$ cat src/rtl/fpu_pkg.sv
// Shared FPU execute-stage types: op encoding, unit classes, exception layout and default latencies.
package fpu_pkg;

  localparam int unsigned FPU_NUM_UNITS = 6;
  localparam int unsigned FPU_EXC_W     = 6;
  localparam int unsigned FPU_FLAGS_W   = 5;

  localparam int unsigned FPU_LAT_ADD  = 3;
  localparam int unsigned FPU_LAT_MUL  = 3;
  localparam int unsigned FPU_LAT_DIV  = 9;
  localparam int unsigned FPU_LAT_SQRT = 9;
  localparam int unsigned FPU_LAT_CMP  = 2;

  typedef enum logic [3:0] {
    OP_FADD, OP_FSUB, OP_FMUL, OP_FDIV, OP_FSQRT,
    OP_FEQ, OP_FLT, OP_FLE,
    OP_FMIN, OP_FMAX, OP_FSGNJ, OP_FMV, OP_FCVT, OP_FCLASS
  } fpuOp_t;

  typedef enum logic [2:0] {ADD, MUL, DIV, SQRT, CMP, COMB} fpuUnit_t;

  typedef struct packed {
    logic unimpl;
    logic invalid;
    logic div0;
    logic ovf;
    logic unf;
    logic inexact;
  } fpuExc6_t;

  // Width-independent part of a tracking entry; tag, data and countdown live in parameterised arrays.
  typedef struct packed {
    logic     valid;
    logic     done;
    fpuOp_t   op;
    fpuUnit_t unit;
    fpuExc6_t exc;
  } fpuPipeEntry_t;

endpackage

$ cat src/rtl/fpu_op_class.sv
// Combinational op -> execution unit decode, shared with the decode stage.
module fpu_op_class
  import fpu_pkg::*;
(
  input  fpuOp_t   i_op,
  output fpuUnit_t o_unit_c
);

  always_comb begin
    o_unit_c = COMB;
    case (i_op)
      OP_FADD, OP_FSUB:        o_unit_c = ADD;
      OP_FMUL:                 o_unit_c = MUL;
      OP_FDIV:                 o_unit_c = DIV;
      OP_FSQRT:                o_unit_c = SQRT;
      OP_FEQ, OP_FLT, OP_FLE:  o_unit_c = CMP;
      default:                 o_unit_c = COMB;
    endcase
  end

endmodule

$ cat src/rtl/fpu_pipe_ctrl.sv
// In-order issue/retire tracker for the FPU execute stage with fixed per-unit latencies
// and sticky FCSR exception flags.
module fpu_pipe_ctrl
  import fpu_pkg::*;
#(
  parameter int unsigned DEPTH         = 4,
  parameter int unsigned DATA_W        = 32,
  parameter int unsigned TAG_W         = 4,
  parameter int unsigned LAT_ADD       = FPU_LAT_ADD,
  parameter int unsigned LAT_MUL       = FPU_LAT_MUL,
  parameter int unsigned LAT_DIV       = FPU_LAT_DIV,
  parameter int unsigned LAT_SQRT      = FPU_LAT_SQRT,
  parameter int unsigned LAT_CMP       = FPU_LAT_CMP,
  parameter int unsigned DIV_PIPELINED = 0
) (
  input  logic                                   clk,
  input  logic                                   rst_n,
  input  logic                                   flush,
  input  logic                                   issue_valid,
  output logic                                   issue_ready,
  input  fpuOp_t                                 issue_op,
  input  logic [TAG_W-1:0]                       issue_tag,
  input  logic [DATA_W-1:0]                      issue_data,
  input  logic [FPU_EXC_W-1:0]                   issue_exc,
  input  logic [FPU_NUM_UNITS-1:0][DATA_W-1:0]   unit_res,
  input  logic [FPU_NUM_UNITS-1:0][FPU_EXC_W-1:0] unit_exc,
  output logic                                   retire_valid,
  input  logic                                   retire_ready,
  output fpuOp_t                                 retire_op,
  output logic [TAG_W-1:0]                       retire_tag,
  output logic [DATA_W-1:0]                      retire_data,
  output logic [FPU_EXC_W-1:0]                   retire_exc,
  input  logic                                   flags_clr,
  output logic [FPU_FLAGS_W-1:0]                 flags,
  output logic                                   fpu_busy
);

  localparam int unsigned PTR_W   = $clog2(DEPTH);
  localparam int unsigned PTR_W1  = PTR_W + 1;
  localparam int unsigned MAX_AM  = (LAT_ADD > LAT_MUL) ? LAT_ADD : LAT_MUL;
  localparam int unsigned MAX_DS  = (LAT_DIV > LAT_SQRT) ? LAT_DIV : LAT_SQRT;
  localparam int unsigned MAX_ADS = (MAX_AM > MAX_DS) ? MAX_AM : MAX_DS;
  localparam int unsigned MAX_LAT = (MAX_ADS > LAT_CMP) ? MAX_ADS : LAT_CMP;
  localparam int unsigned CNT_W   = $clog2(MAX_LAT + 1);

  fpuPipeEntry_t       r_ent  [DEPTH];
  logic [CNT_W-1:0]    r_cnt  [DEPTH];
  logic [DATA_W-1:0]   r_data [DEPTH];
  logic [TAG_W-1:0]    r_tag  [DEPTH];
  logic [PTR_W:0]      r_wr_ptr;
  logic [PTR_W:0]      r_rd_ptr;
  logic [FPU_FLAGS_W-1:0] r_flags;

  fpuUnit_t            w_issue_unit;
  logic                w_full;
  logic                w_div_busy;
  logic                w_div_class;
  logic                w_push;
  logic                w_pop;
  logic [PTR_W-1:0]    w_wr_idx;
  logic [PTR_W-1:0]    w_rd_idx;
  fpuPipeEntry_t       w_head;
  logic [FPU_EXC_W-1:0] w_head_exc;

  function automatic logic [CNT_W-1:0] lat_of(input fpuUnit_t u);
    case (u)
      ADD:     return CNT_W'(LAT_ADD);
      MUL:     return CNT_W'(LAT_MUL);
      DIV:     return CNT_W'(LAT_DIV);
      SQRT:    return CNT_W'(LAT_SQRT);
      CMP:     return CNT_W'(LAT_CMP);
      default: return '0;
    endcase
  endfunction

  fpu_op_class u_op_class (
    .i_op     (issue_op),
    .o_unit_c (w_issue_unit)
  );

  assign w_wr_idx = r_wr_ptr[PTR_W-1:0];
  assign w_rd_idx = r_rd_ptr[PTR_W-1:0];
  assign w_full   = (r_wr_ptr[PTR_W] != r_rd_ptr[PTR_W]) && (w_wr_idx == w_rd_idx);
  assign w_head   = r_ent[w_rd_idx];
  assign w_head_exc = w_head.exc;

  // The shared divider stays busy while any div/sqrt op is still counting down.
  always_comb begin
    w_div_busy = 1'b0;
    for (int i = 0; i < DEPTH; i++) begin
      if (r_ent[i].valid && (r_ent[i].unit == DIV || r_ent[i].unit == SQRT) && (r_cnt[i] != '0)) begin
        w_div_busy = 1'b1;
      end
    end
  end

  assign w_div_class  = (w_issue_unit == DIV) || (w_issue_unit == SQRT);
  assign issue_ready  = !w_full && !flush && !(w_div_busy && w_div_class && (DIV_PIPELINED == 0));
  assign w_push       = issue_valid && issue_ready;
  assign retire_valid = w_head.valid && w_head.done;
  assign w_pop        = retire_valid && retire_ready && !flush;

  assign retire_op   = retire_valid ? w_head.op : OP_FADD;
  assign retire_tag  = retire_valid ? r_tag[w_rd_idx] : '0;
  assign retire_data = retire_valid ? r_data[w_rd_idx] : '0;
  assign retire_exc  = retire_valid ? w_head_exc : '0;
  assign flags       = r_flags;
  assign fpu_busy    = (r_wr_ptr != r_rd_ptr);

  // Entry array: countdown, result capture on the last count, push at wr_ptr, pop at rd_ptr.
  always_ff @(posedge clk or negedge rst_n) begin
    if (!rst_n) begin
      for (int i = 0; i < DEPTH; i++) begin
        r_ent[i]  <= '0;
        r_cnt[i]  <= '0;
        r_data[i] <= '0;
        r_tag[i]  <= '0;
      end
      r_wr_ptr <= '0;
      r_rd_ptr <= '0;
    end else if (flush) begin
      for (int i = 0; i < DEPTH; i++) begin
        r_ent[i].valid <= 1'b0;
        r_ent[i].done  <= 1'b0;
        r_cnt[i]       <= '0;
      end
      r_wr_ptr <= '0;
      r_rd_ptr <= '0;
    end else begin
      for (int i = 0; i < DEPTH; i++) begin
        if (r_ent[i].valid && (r_cnt[i] > CNT_W'(1))) begin
          r_cnt[i] <= r_cnt[i] - CNT_W'(1);
        end else if (r_ent[i].valid && (r_cnt[i] == CNT_W'(1))) begin
          r_cnt[i]       <= '0;
          r_ent[i].done  <= 1'b1;
          r_data[i]      <= unit_res[r_ent[i].unit];
          r_ent[i].exc   <= fpuExc6_t'(unit_exc[r_ent[i].unit]);
        end
      end
      if (w_pop) begin
        r_ent[w_rd_idx].valid <= 1'b0;
        r_ent[w_rd_idx].done  <= 1'b0;
        r_rd_ptr <= r_rd_ptr + PTR_W1'(1);
      end
      if (w_push) begin
        r_ent[w_wr_idx].valid <= 1'b1;
        r_ent[w_wr_idx].op    <= issue_op;
        r_ent[w_wr_idx].unit  <= w_issue_unit;
        r_tag[w_wr_idx]       <= issue_tag;
        r_cnt[w_wr_idx]       <= lat_of(w_issue_unit);
        if (w_issue_unit == COMB) begin
          r_ent[w_wr_idx].done <= 1'b1;
          r_ent[w_wr_idx].exc  <= fpuExc6_t'(issue_exc);
          r_data[w_wr_idx]     <= issue_data;
        end else begin
          r_ent[w_wr_idx].done <= 1'b0;
        end
        r_wr_ptr <= r_wr_ptr + PTR_W1'(1);
      end
    end
  end

  // Sticky flags: OR-in on pop; clear request loses to the popped op's own cause bits.
  always_ff @(posedge clk or negedge rst_n) begin
    if (!rst_n) begin
      r_flags <= '0;
    end else if (w_pop && flags_clr) begin
      r_flags <= w_head_exc[FPU_FLAGS_W-1:0];
    end else if (w_pop) begin
      r_flags <= r_flags | w_head_exc[FPU_FLAGS_W-1:0];
    end else if (flags_clr) begin
      r_flags <= '0;
    end
  end

endmodule
$ cat config.mk
export PLATFORM = sky130hd
export DESIGN_NAME = fpu_pipe_ctrl
export DESIGN_NICKNAME = d
export VERILOG_FILES = /design/src/rtl/fpu_pkg.sv /design/src/rtl/fpu_op_class.sv /design/src/rtl/fpu_pipe_ctrl.sv
export SDC_FILE = /design/constraint.sdc
export NUM_CORES = 1
export LEC_CHECK = 0
export CAP_MARGIN = 40
export CORE_MARGIN = 2
export CORE_UTILIZATION = 50
export DETAILED_ROUTE_END_ITERATION = 8
export GPL_TIMING_DRIVEN = 0
export PLACE_DENSITY_LB_ADDON = 0.25
export REMOVE_ABC_BUFFERS = 1
export SKIP_CTS_REPAIR_TIMING = 1
export SYNTH_ARGS = -nofsm -noshare
export SYNTH_HDL_FRONTEND = slang
export SYNTH_HIERARCHICAL = 1
export SYNTH_SLANG_ARGS = --single-unit
export TNS_END_PERCENT = 5
$ cat constraint.sdc
create_clock -name clk -period 3 [get_ports clk]
set_input_delay 0.3 -clock clk [delete_from_list [all_inputs] [get_ports clk]]
set_output_delay 0.3 -clock clk [all_outputs]
set_load 0.02 [all_outputs]
# Yosys cells after proc, flatten, opt, wreduce, memory -nomap -nowiden
# Memory sizes are Yosys's and may differ from the RTL's.
# Index checks and enable logic that the tools add are counted.
[classes] add_sub_neg=6 order_cmp=12 eq_ne=20 muxes=133 bitwise_logic=4 n_reduce_logical=46
[op_table] op="32-bit two-way mux" n=20
[op_table] op="60-bit bitwise mux" n=8
[op_table] op="32-bit binary-select mux with 3-bit select" n=4
[op_table] op="128-bit two-way mux" n=2
[op_table] op="60-bit two-way mux" n=4
[op_table] op="15-bit demux with 2-bit select" n=7
[op_table] op="128-bit bitwise mux" n=1
[op_table] op="6-bit two-way mux" n=18
[op_table] op="4-bit two-way mux" n=19
[op_table] op="6-bit binary-select mux with 3-bit select" n=4
[op_table] op="32-bit binary-select mux with 2-bit select" n=1
[op_table] op="32-bit demux with 2-bit select" n=1
[op_table] op="15-bit two-way mux" n=4
[op_table] op="16-bit bitwise mux" n=2
[op_table] op="16-bit two-way mux" n=2
[op_table] op="15-bit binary-select mux with 2-bit select" n=1
[op_table] op="3-bit by 2-bit == test with 1-bit output (second input constant)" n=10
[op_table] op="14-bit two-way mux" n=2
[op_table] op="1-bit logical AND" n=27
[op_table] op="4-bit by 1-bit == test with 1-bit output (second input constant)" n=4
[op_table] op="4-bit by 1-bit > comparator with 1-bit output (second input constant)" n=4
[op_table] op="3-bit by 4-bit less-than comparator with 1-bit output (second input constant)" n=4
[op_table] op="1-bit two-way mux" n=16
[op_table] op="4-bit nonzero test" n=4
[op_table] op="27 further kinds" n=52
[word_totals] ff_bits=231 romBits=24 output_inout_bits=54 word_cells=277 n_memories=1
[mem_list] name="(name not given)" words=8 width=3 read_ports=1 rd_ports_with_merged_regs=0 wr=0 line="fpu_op_class.sv:11" source="case (i_op)"

# Depth between registers and ports, before layout
# Gate-level depths: netlist (run 1).
[logic_depth] ltp_word=17 depth_mapped=9 mapped_depth_nobuf=7

# Hierarchy
# Netlist (run 1), hierarchy kept.
[by_module_without_submodules] mod="fpu_pipe_ctrl" instances=1 cells_per_inst=1861 area_per_inst_um2=19308.5
[by_module_without_submodules] mod="fpu_op_class" instances=1 cells_per_inst=7 area_per_inst_um2=52.6

# Least setup slack after synthesis (run 1)
# No wires, ideal clock.
[synth_timing] path_kind="input port to flip-flop" startpoint="in issue_op[0]" endpoint="reg r_ent[22] in the netlist's numbering" setup_ps=128 arrival_time_ps=2078 t_required_ps=2872 path_slack_ps=794 cell_stages=8 path_buffers=2 path_cell_list="or3b_1 > a21oi_2 > nor2b_1 > o41ai_2 > buf_4 > nand3_2 > buf_4 > mux2_1"
[synth_via] elab_chain_cells=9 elab_cells_between_ends=16 classes_between="eq/ne (3); mux (7); reduce/logical (5); memory (1)"
[synth_rtl] element="from (decl)" line="fpu_pipe_ctrl.sv:21" source="input fpuOp_t issue_op,"
[synth_rtl] element="memory 8 x 3 bit *"
[synth_rtl] element="3-bit two-way mux *" line="fpu_op_class.sv:11"
[synth_rtl] element="via w_issue_unit[1]" line="fpu_pipe_ctrl.sv:54" source="fpuUnit_t w_issue_unit;"
[synth_rtl] element="3-bit by 2-bit == test with 1-bit output" line="fpu_pipe_ctrl.sv:97" source="assign w_div_class = (w_issue_unit == DIV) || (w_issue_unit == SQRT);"
[synth_rtl] element="1-bit logical OR" line="fpu_pipe_ctrl.sv:97"
[synth_rtl] element="1-bit logical AND" line="fpu_pipe_ctrl.sv:98" source="assign issue_ready = !w_full && !flush && !(w_div_busy && w_div_class && (DIV_PIPELINED == 0));"
[synth_rtl] element="1-bit zero test" line="fpu_pipe_ctrl.sv:98"
[synth_rtl] element="1-bit logical AND" line="fpu_pipe_ctrl.sv:98"
[synth_rtl] element="1-bit logical AND" line="fpu_pipe_ctrl.sv:99" source="assign w_push = issue_valid && issue_ready;"
[synth_rtl] element="60-bit two-way mux *" line="fpu_pipe_ctrl.sv:145" source="if (w_push) begin"
[synth_rtl] element="to (decl)" line="fpu_pipe_ctrl.sv:46" source="fpuPipeEntry_t r_ent [DEPTH];"
# Mark *: on every way through the listed nets, which the timed path passes. The rest lies on a longest branch.
# A chain may end at the register's enable or synchronous reset.

# Final worst setup path (run 1)
[layout_timing] startpoint="reg r_ent[7] in the netlist's numbering" endpoint="out issue_ready"
[layout_via] elab_chain_cells=8 elab_cells_between_ends=9 classes_between="eq/ne (2); mux (1); reduce/logical (6)"
[layout_rtl] element="3-bit by 2-bit == test with 1-bit output" line="fpu_pipe_ctrl.sv:91" source="if (r_ent[i].valid && (r_ent[i].unit == DIV || r_ent[i].unit == SQRT) && (r_cnt[i] != '0)) begin"
[layout_rtl] element="1-bit logical OR *" line="fpu_pipe_ctrl.sv:91"
[layout_rtl] element="1-bit logical AND * (2 in a row)" line="fpu_pipe_ctrl.sv:91"
[layout_rtl] element="1-bit two-way mux *" line="fpu_pipe_ctrl.sv:91"
[layout_rtl] element="1-bit logical AND *" line="fpu_pipe_ctrl.sv:98"
[layout_rtl] element="1-bit zero test *" line="fpu_pipe_ctrl.sv:98"
[layout_rtl] element="1-bit logical AND *" line="fpu_pipe_ctrl.sv:98"
[layout_rtl] element="to (decl)" line="fpu_pipe_ctrl.sv:20" source="output logic issue_ready,"
# Every way passes the cells marked *; elsewhere a longest branch is shown, timed or not.

==> summary.md, run 1 <==
| Metric | Value |
|---|---|
| Final Worst Setup Slack | -0.1215 ns |
| Die Area | 0.04031 sq mm |
| Core area | slightly below 0.04 sq mm |
| Initial DRC Count | 2065 |
| Via count | 18140 |
| Synth warn | 6 |
| Crit Path Class | reg -> out |
| Final nets | about 2400 |
| Largest net degree at the start of global routing | between 80 and 90 |
| Post-DP Area | 0.02378 sq mm |
| #FFs+latches synth | 231 |
| CP arrival | 2.82 ns |
| I/O Buffers | 333 |
| RSZ-0062 raised after global routing | yes |
| DR WL/cell | roughly 28 microns |
| Routability congestion estimate | ~0.85 |
| IO Count | 334 |
| Number of H-tree levels | 1 |
| CP max FO | 21 |
| Overall power | 14.75 mW |
| Crit path buf inv count | 2 |
| Post-Synthesis Cells | 1868 |
| Design Area, Final | 0.02505 sq mm |
| Post-Syn Area | about 0.019 sq mm |
| Sw Share | 0.3656 |
| Tightest Pin Transition | 0.8607 ns |
| Sequential share of power | 0.324 |
| Grt total ovfl | 0 |
| Ys flop type | dfrtp_1 |
| Worst Path Required | 2.70 ns |
| Min-delay worst type | in -> async |
| Critical path's slowest cell | dfrtp_4 |
| Post-synth EDFFs | 0 |
| Initial antenna violation count | 14 |
| Asr flop ratio synth | 1.000 |
| TritonCTS clock tree | done |
| Num rows | 72 |
| Max Buffers Root-to-Sink | 3 |
| Die Width | 200.8 microns |
| Slew headroom | 0.4262 |
| Fin crit share | 1.041 |
| Fmax | 0.3204 GHz |
| Detailed Routing Iterations Pass 1 | 6 |
| Post-DP HPWL | around 50000 microns |
| GRT Total Usage | 0.3512 |
| Clock share of power | 0.234 |
| FF-to-FF setup slack | 0.06 ns |
| Antenna-violating nets left | 0 |
| Avg Inst Size Synth | 10.36 sq um |
| Vias in the first global route | ~18000 |
| Worst Clk Skew | ~0.014 ns |
| Hold violation count in the final report | 0 |
| Pre-CTS WS | -0.5794 ns |
| Later-pin clock latency in the skew report | around 0.56 ns |
| DR vias/cell | 6.777 |
| Cts bufs inserted | 27 |
| Distinct cells, synth | 61 |
| Clock sinks | 231 |
| Final WL | 73840 microns |
| Final slew viol count | 0 |
| Multi-input logic area | around 0.012 sq mm |
| Int Pwr | ~9.4 mW |
| Switching power | 5.392 mW |
| Crit end category | primary output |
| Fillers | roughly 3000 |
| Delay-heaviest family, CP | compound AO/OA/AOI/OAI gates |
| Clock root buffer | clkbuf_16 |
| Type of origin of the critical path | flip-flop |
| Violated checks | negative setup slack |
| First-pass GRT wire length | 109000 microns |
| Area Overhead vs Synth | 29.37% |
| LEAKAGE | 10.85 nW |
| Logic pwr share | 0.441 |
| Clock-pin slew on the worst setup and hold paths | 0.06 ns |
| Layout cells sized above 1 | 0.2011 |
| Worst vdd ir | 0.0003638 V |
| Max stage delay on crit path | between 0.6 and 0.7 ns |
| # setup viols final | 5 |
| Max_cap viols | 0 |
| CP Cell Sequence | buf_12, nand2_1, a211oi_1, o41a_1, nor3_1, dlymetal6s2s_1 |
| Fin crit period | 3.122 ns |
| Status | finished, violations left |
| Seq/Total Area, Yosys | 0.2986 |
| Register area | 0.005824 sq mm |
| Pwr/cell area | 588.8 mW/mm^2 |
| Starting Density | 0.5033 |
| DRC | 0 |
| Worst hold slack | 0.2820 ns |
| Die extent in y | 200.8 microns |
-- cell type report --
type	count	share of cell area
repair buffers	411	0.1874
multi-input cells	1317	0.4955
flip-flops and latches	231	0.2325
diodes	11	0.001099
clock inverters	7	0.003647
clock buffers	43	0.03297
well taps	518	0.02588
inverters	139	0.02103
-- power groups by stage --
stage / registers, mW / logic [mW] / clock network, mW
after global routing: 4.85 / 6.91 / 3.60
after global placement: 5.36 / 5.60 / 0
after detailed placement: 4.79 / 6.35 / 0
after floorplan: 4.76 / 4.15 / 0
final: 4.78 / 6.51 / 3.46
after CTS: 4.74 / 6.39 / 3.46
-- placed cells by master (no fill, tap or decap), types with 39 or more instances in the layout --
| cell type | count |
|---|---|
| o221ai_1 | 41 |
| clkdlybuf4s50_1 | 283 |
| dfrtp_1 | 218 |
| mux2_1 | 44 |
| mux2_2 | 39 |
| mux2i_1 | 116 |
| o22ai_1 | 114 |
| inv_1 | 137 |
| mux4_2 | 201 |
| nor2_1 | 144 |
| a221o_1 | 114 |
| a22oi_1 | 39 |
| nor2b_1 | 74 |
| nand2_1 | 220 |
-- cell families (layout without fill, tap and decap cells) --
| family | after synthesis | in the layout | share of synthesized area |
|---|---|---|---|
| adders and majority gates | 17 | 17 | 0.01099 |
| DFF | 231 | 231 | 0.2986 |
| and+or+nand+nor | 511 | 511 | 0.1199 |
| xor gates and xnor gates | 8 | 8 | 0.003619 |
| AOI/OAI and AO/OA | 380 | 380 | 0.1559 |
| muxes | 398 | 401 | 0.3397 |
| other | 0 | 11 | 0 |
| buffers and inverters | 323 | 600 | 0.07135 |
-- synthesized netlist by cell type, drive strengths merged, types with 2 or more instances --
cell / number / area (sq um)
xnor2: 3 / 26.28
nand4: 3 / 18.77
a31oi: 7 / 43.79
nor2b: 87 / 544.3
a21oi: 15 / 78.83
inv: 139 / 521.8
o211ai: 3 / 22.52
clkbuf: 80 / 300.3
nand2b: 6 / 37.54
o41ai: 3 / 33.79
o22ai: 114 / 713.2
o21ai: 14 / 70.06
nand2: 221 / 829.6
mux4: 199 / 4482
o21bai: 2 / 15.01
a221o: 114 / 1141
and3: 4 / 25.02
mux2i: 116 / 1161
nor3b: 5 / 37.54
nor3: 14 / 90.09
o221ai: 41 / 359.1
a31o: 3 / 26.28
a211oi: 13 / 97.59
dfrtp: 231 / 5781
xor2: 5 / 43.79
ha: 17 / 212.7
nor2: 146 / 555.5
mux2: 83 / 934.7
nor4: 3 / 18.77
a22oi: 39 / 292.8
o31ai: 3 / 36.28
a32o: 4 / 40.04
or2: 3 / 18.77
nand3: 11 / 75.07
nand3b: 2 / 15.01
buf: 104 / 559.3
-- worst paths after layout --
path                             start          end  cells after the start
setup / recovery              r_ent[7]  issue_ready                      6
hold / removal                   rst_n   r_data[43]                      2
setup reg to reg           r_rd_ptr[1]   r_data[19]                      8
hold reg to reg              r_ent[56]    r_ent[56]                      1
max in group asynchronous        rst_n   r_data[99]                      3
min in group clk             flags_clr     flags[3]                      2
-- registers in the layout (all words and copies together), names as in the netlist --
| name | cells |
|---|---|
| r_cnt | 16 |
| r_ent | 60 |
| flags | 5 |
| r_data | 128 |
| r_tag | 16 |
| r_rd_ptr | 3 |
| r_wr_ptr | 3 |
-- per-layer routing --
| metal | track usage | wire length, microns | share of wire | vias up |
|---|---|---|---|---|
| li1 | - | - | - | 7655 |
| met1 | 0.4453 | 26840 | 0.36 | 8899 |
| met2 | 0.5686 | 34590 | 0.47 | 1316 |
| met3 | 0.07857 | 8587 | 0.12 | 265 |
| met4 | 0.1802 | 3769 | 0.051 | 8 |
| met5 | 0 | 61 | 0.00083 | - |
-- metrics by stage --
| stage | std cells | util | TNS (ns) |
|---|---|---|---|
| final | 2677 | 0.6511 | -0.1725 |
| after global routing | 2674 | 0.6509 | -0.4291 |
| after floorplan | 1684 | - | -394.12 |
| after CTS | 2651 | 0.6419 | -55.38 |
| after global placement | 2535 | 0.5845 | -3542.96 |
| after detailed placement | 2601 | 0.6181 | -67.20 |
Power figures use the tool's default switching activity.
==> run 2: changes to the inputs <==
--- a/config.mk
+++ b/config.mk
@@ -8,6 +8,7 @@
 export CAP_MARGIN = 40
 export CORE_MARGIN = 2
 export CORE_UTILIZATION = 50
+export CTS_CLUSTER_SIZE = 8
 export DETAILED_ROUTE_END_ITERATION = 8
 export GPL_TIMING_DRIVEN = 0
 export PLACE_DENSITY_LB_ADDON = 0.25
==> summary.md, run 2 (synthesis results as in run 1) <==
| Metric | Value |
|---|---|
| Num rows | 72 |
| Layout cells sized above 1 | 0.1952 |
| LEAKAGE | about 11 nW |
| Clock root buffer | clkbuf_16 |
| Max stage delay on crit path | approximately 0.68 ns |
| Most common cell after layout, fill and taps aside | clkdlybuf4s50_1 |
| M3 GR Usage | 0.08766 |
| Fin crit period | 3.037 ns |
| DR vias/cell | 6.818 |
| Tightest Pin Transition | between 0.8 and 0.9 ns |
| Fmax | 0.3292 GHz |
| Pre-CTS WS | -0.5794 ns |
| Worst vdd ir | 0.0004825 V |
| IO Count | approximately 330 |
| Worst Clk Skew | approximately 0.025 ns |
| Clock sinks | 231 |
| Delay-heaviest family, CP | compound AO/OA/AOI/OAI gates |
| Core area | 0.03847 sq mm |
| Total negative slack | -0.03734 ns |
| Post-DP HPWL | 48550 microns |
| Most frequent cells in the layout | clkdlybuf4s50_1, nand2_1, dfrtp_1 |
| Largest Register | r_data |
| Vias in the first global route | 18420 |
| Largest registers | r_data: 128 flops, r_ent: 60 flops |
| GRT Total Usage | 0.3540 |
| Violated checks | negative setup slack |
| CP Cell Sequence | buf_12, nand2_1, a211oi_1, o41a_1, nor3_1, dlymetal6s2s_1 |
| CP max FO | 21 |
| Worst Path Required | 2.70 ns |
| Initial DRC Count | 2125 |
| CP startpoint | r_ent[7] |
| DR WL/cell | 27.91 microns |
| Detailed Routing Iterations Pass 1 | 6 |
| CP arrival | 2.74 ns |
| Max reg flops | 128 |
| DRC | 0 |
| GR Layer Usage met2 | 0.5716 |
| M1 GR Usage | 0.4435 |
| Final WL | 74810 microns |
| Die Area | approximately 0.04 sq mm |
| Max Buffers Root-to-Sink | 3 |
| Overall power | 14.80 mW |
| Worst R2R Start | r_rd_ptr[0] |
| Cts bufs inserted | 34 |
| Later-pin clock latency in the skew report | 0.52 ns |
| Pwr/cell area | 587.4 mW/mm^2 |
| Routability congestion estimate | about 0.85 |
| Via count | 18270 |
| Status | finished, violations left |
| Final Worst Setup Slack | -0.03734 ns |
| First-pass GRT wire length | about 110000 microns |
| # setup viols final | 1 |
| TritonCTS clock tree | done |
| Initial antenna violation count | 19 |
| Type of origin of the critical path | flip-flop |
| Crit Path Class | reg -> out |
| Final nets | 2437 |
| Starting Density | 0.5033 |
| Largest net degree at the start of global routing | 83 |
| Slew headroom | 0.4146 |
| Final slew viol count | 0 |
| Max_cap viols | 0 |
| Critical path's slowest cell | dfrtp_4 |
| Area Overhead vs Synth | 30.12% |
| Top Usage Layer GRT | met2 |
| Antenna-violating nets left | 0 |
| Number of H-tree levels | 2 |
| I/O Buffers | 333 |
| RSZ-0062 raised after global routing | yes |
| Grt total ovfl | 0 |
| Crit end category | primary output |
| Fin util | 0.6549 |
| Clock-pin slew on the worst setup and hold paths | 0.05 ns |
| Die Width | 200.8 microns |
| Crit path buf inv count | 2 |
| Fin crit share | 1.012 |
| Hold violation count in the final report | 0 |
| Min-delay worst type | in -> async |
| Die extent in y | roughly 200 microns |
==> run 2: layout make-up <==
type	count	area (sq um)
Multi-Input combinational cell	1318	12430
Clock buffer	42	902.1
Inverter	139	538.0
Clock inverter	1	8.758
Tap cell	518	648.1
Timing Repair Buffer	416	4803
Sequential cell	231	5824
Fill cell	2986	13280
Antenna cell	15	37.54
==> run 2: report_power, final <==
group | total, mW | internal (mW) | switching (mW) | leakage, nW
clock network | 3.50 | 2.08 | 1.42 | 0.444
registers | 4.78 | 3.79 | 0.995 | 3.06
logic | 6.52 | 3.52 | 2.99 | 7.51
==> run 2: worst reg2reg max path, delay by kind of cell (launching register included) <==
family          cells  cell delay (ns)
buf+inv             3             0.75
compound gates      2             0.44
xor+xnor            1             0.41
simple gates        2             0.78
flops               1             0.44
==> run 2: per-layer routing <==
metal,vias to the layer above,part of all wire
met5,-,0.0010
met4,12,0.054
met3,300,0.11
met2,1304,0.47
met1,8983,0.36
li1,7672,-
==> run 2: path summary, 6_finish.rpt <==
kind                       slack [ns]  cells after the start     endpoint
hold / removal                   0.33                      2   r_data[43]
max in group asynchronous        1.82                      3   r_data[99]
setup reg to reg                 0.05                      8   r_data[10]
hold reg to reg                  0.49                      1    r_tag[13]
setup / recovery                -0.04                      6  issue_ready
min in group clk                 0.46                      2     r_tag[8]
==> run 2: through the flow <==
stage	cell area (sq um)	cells	hold slack, ns
after floorplan	18500	1684	0.004409
after global placement	22480	2535	0.4677
after detailed placement	23780	2601	0.2988
after CTS	24690	2644	-0.2309
after global routing	25180	2677	0.3890
final	25190	2680	0.3326
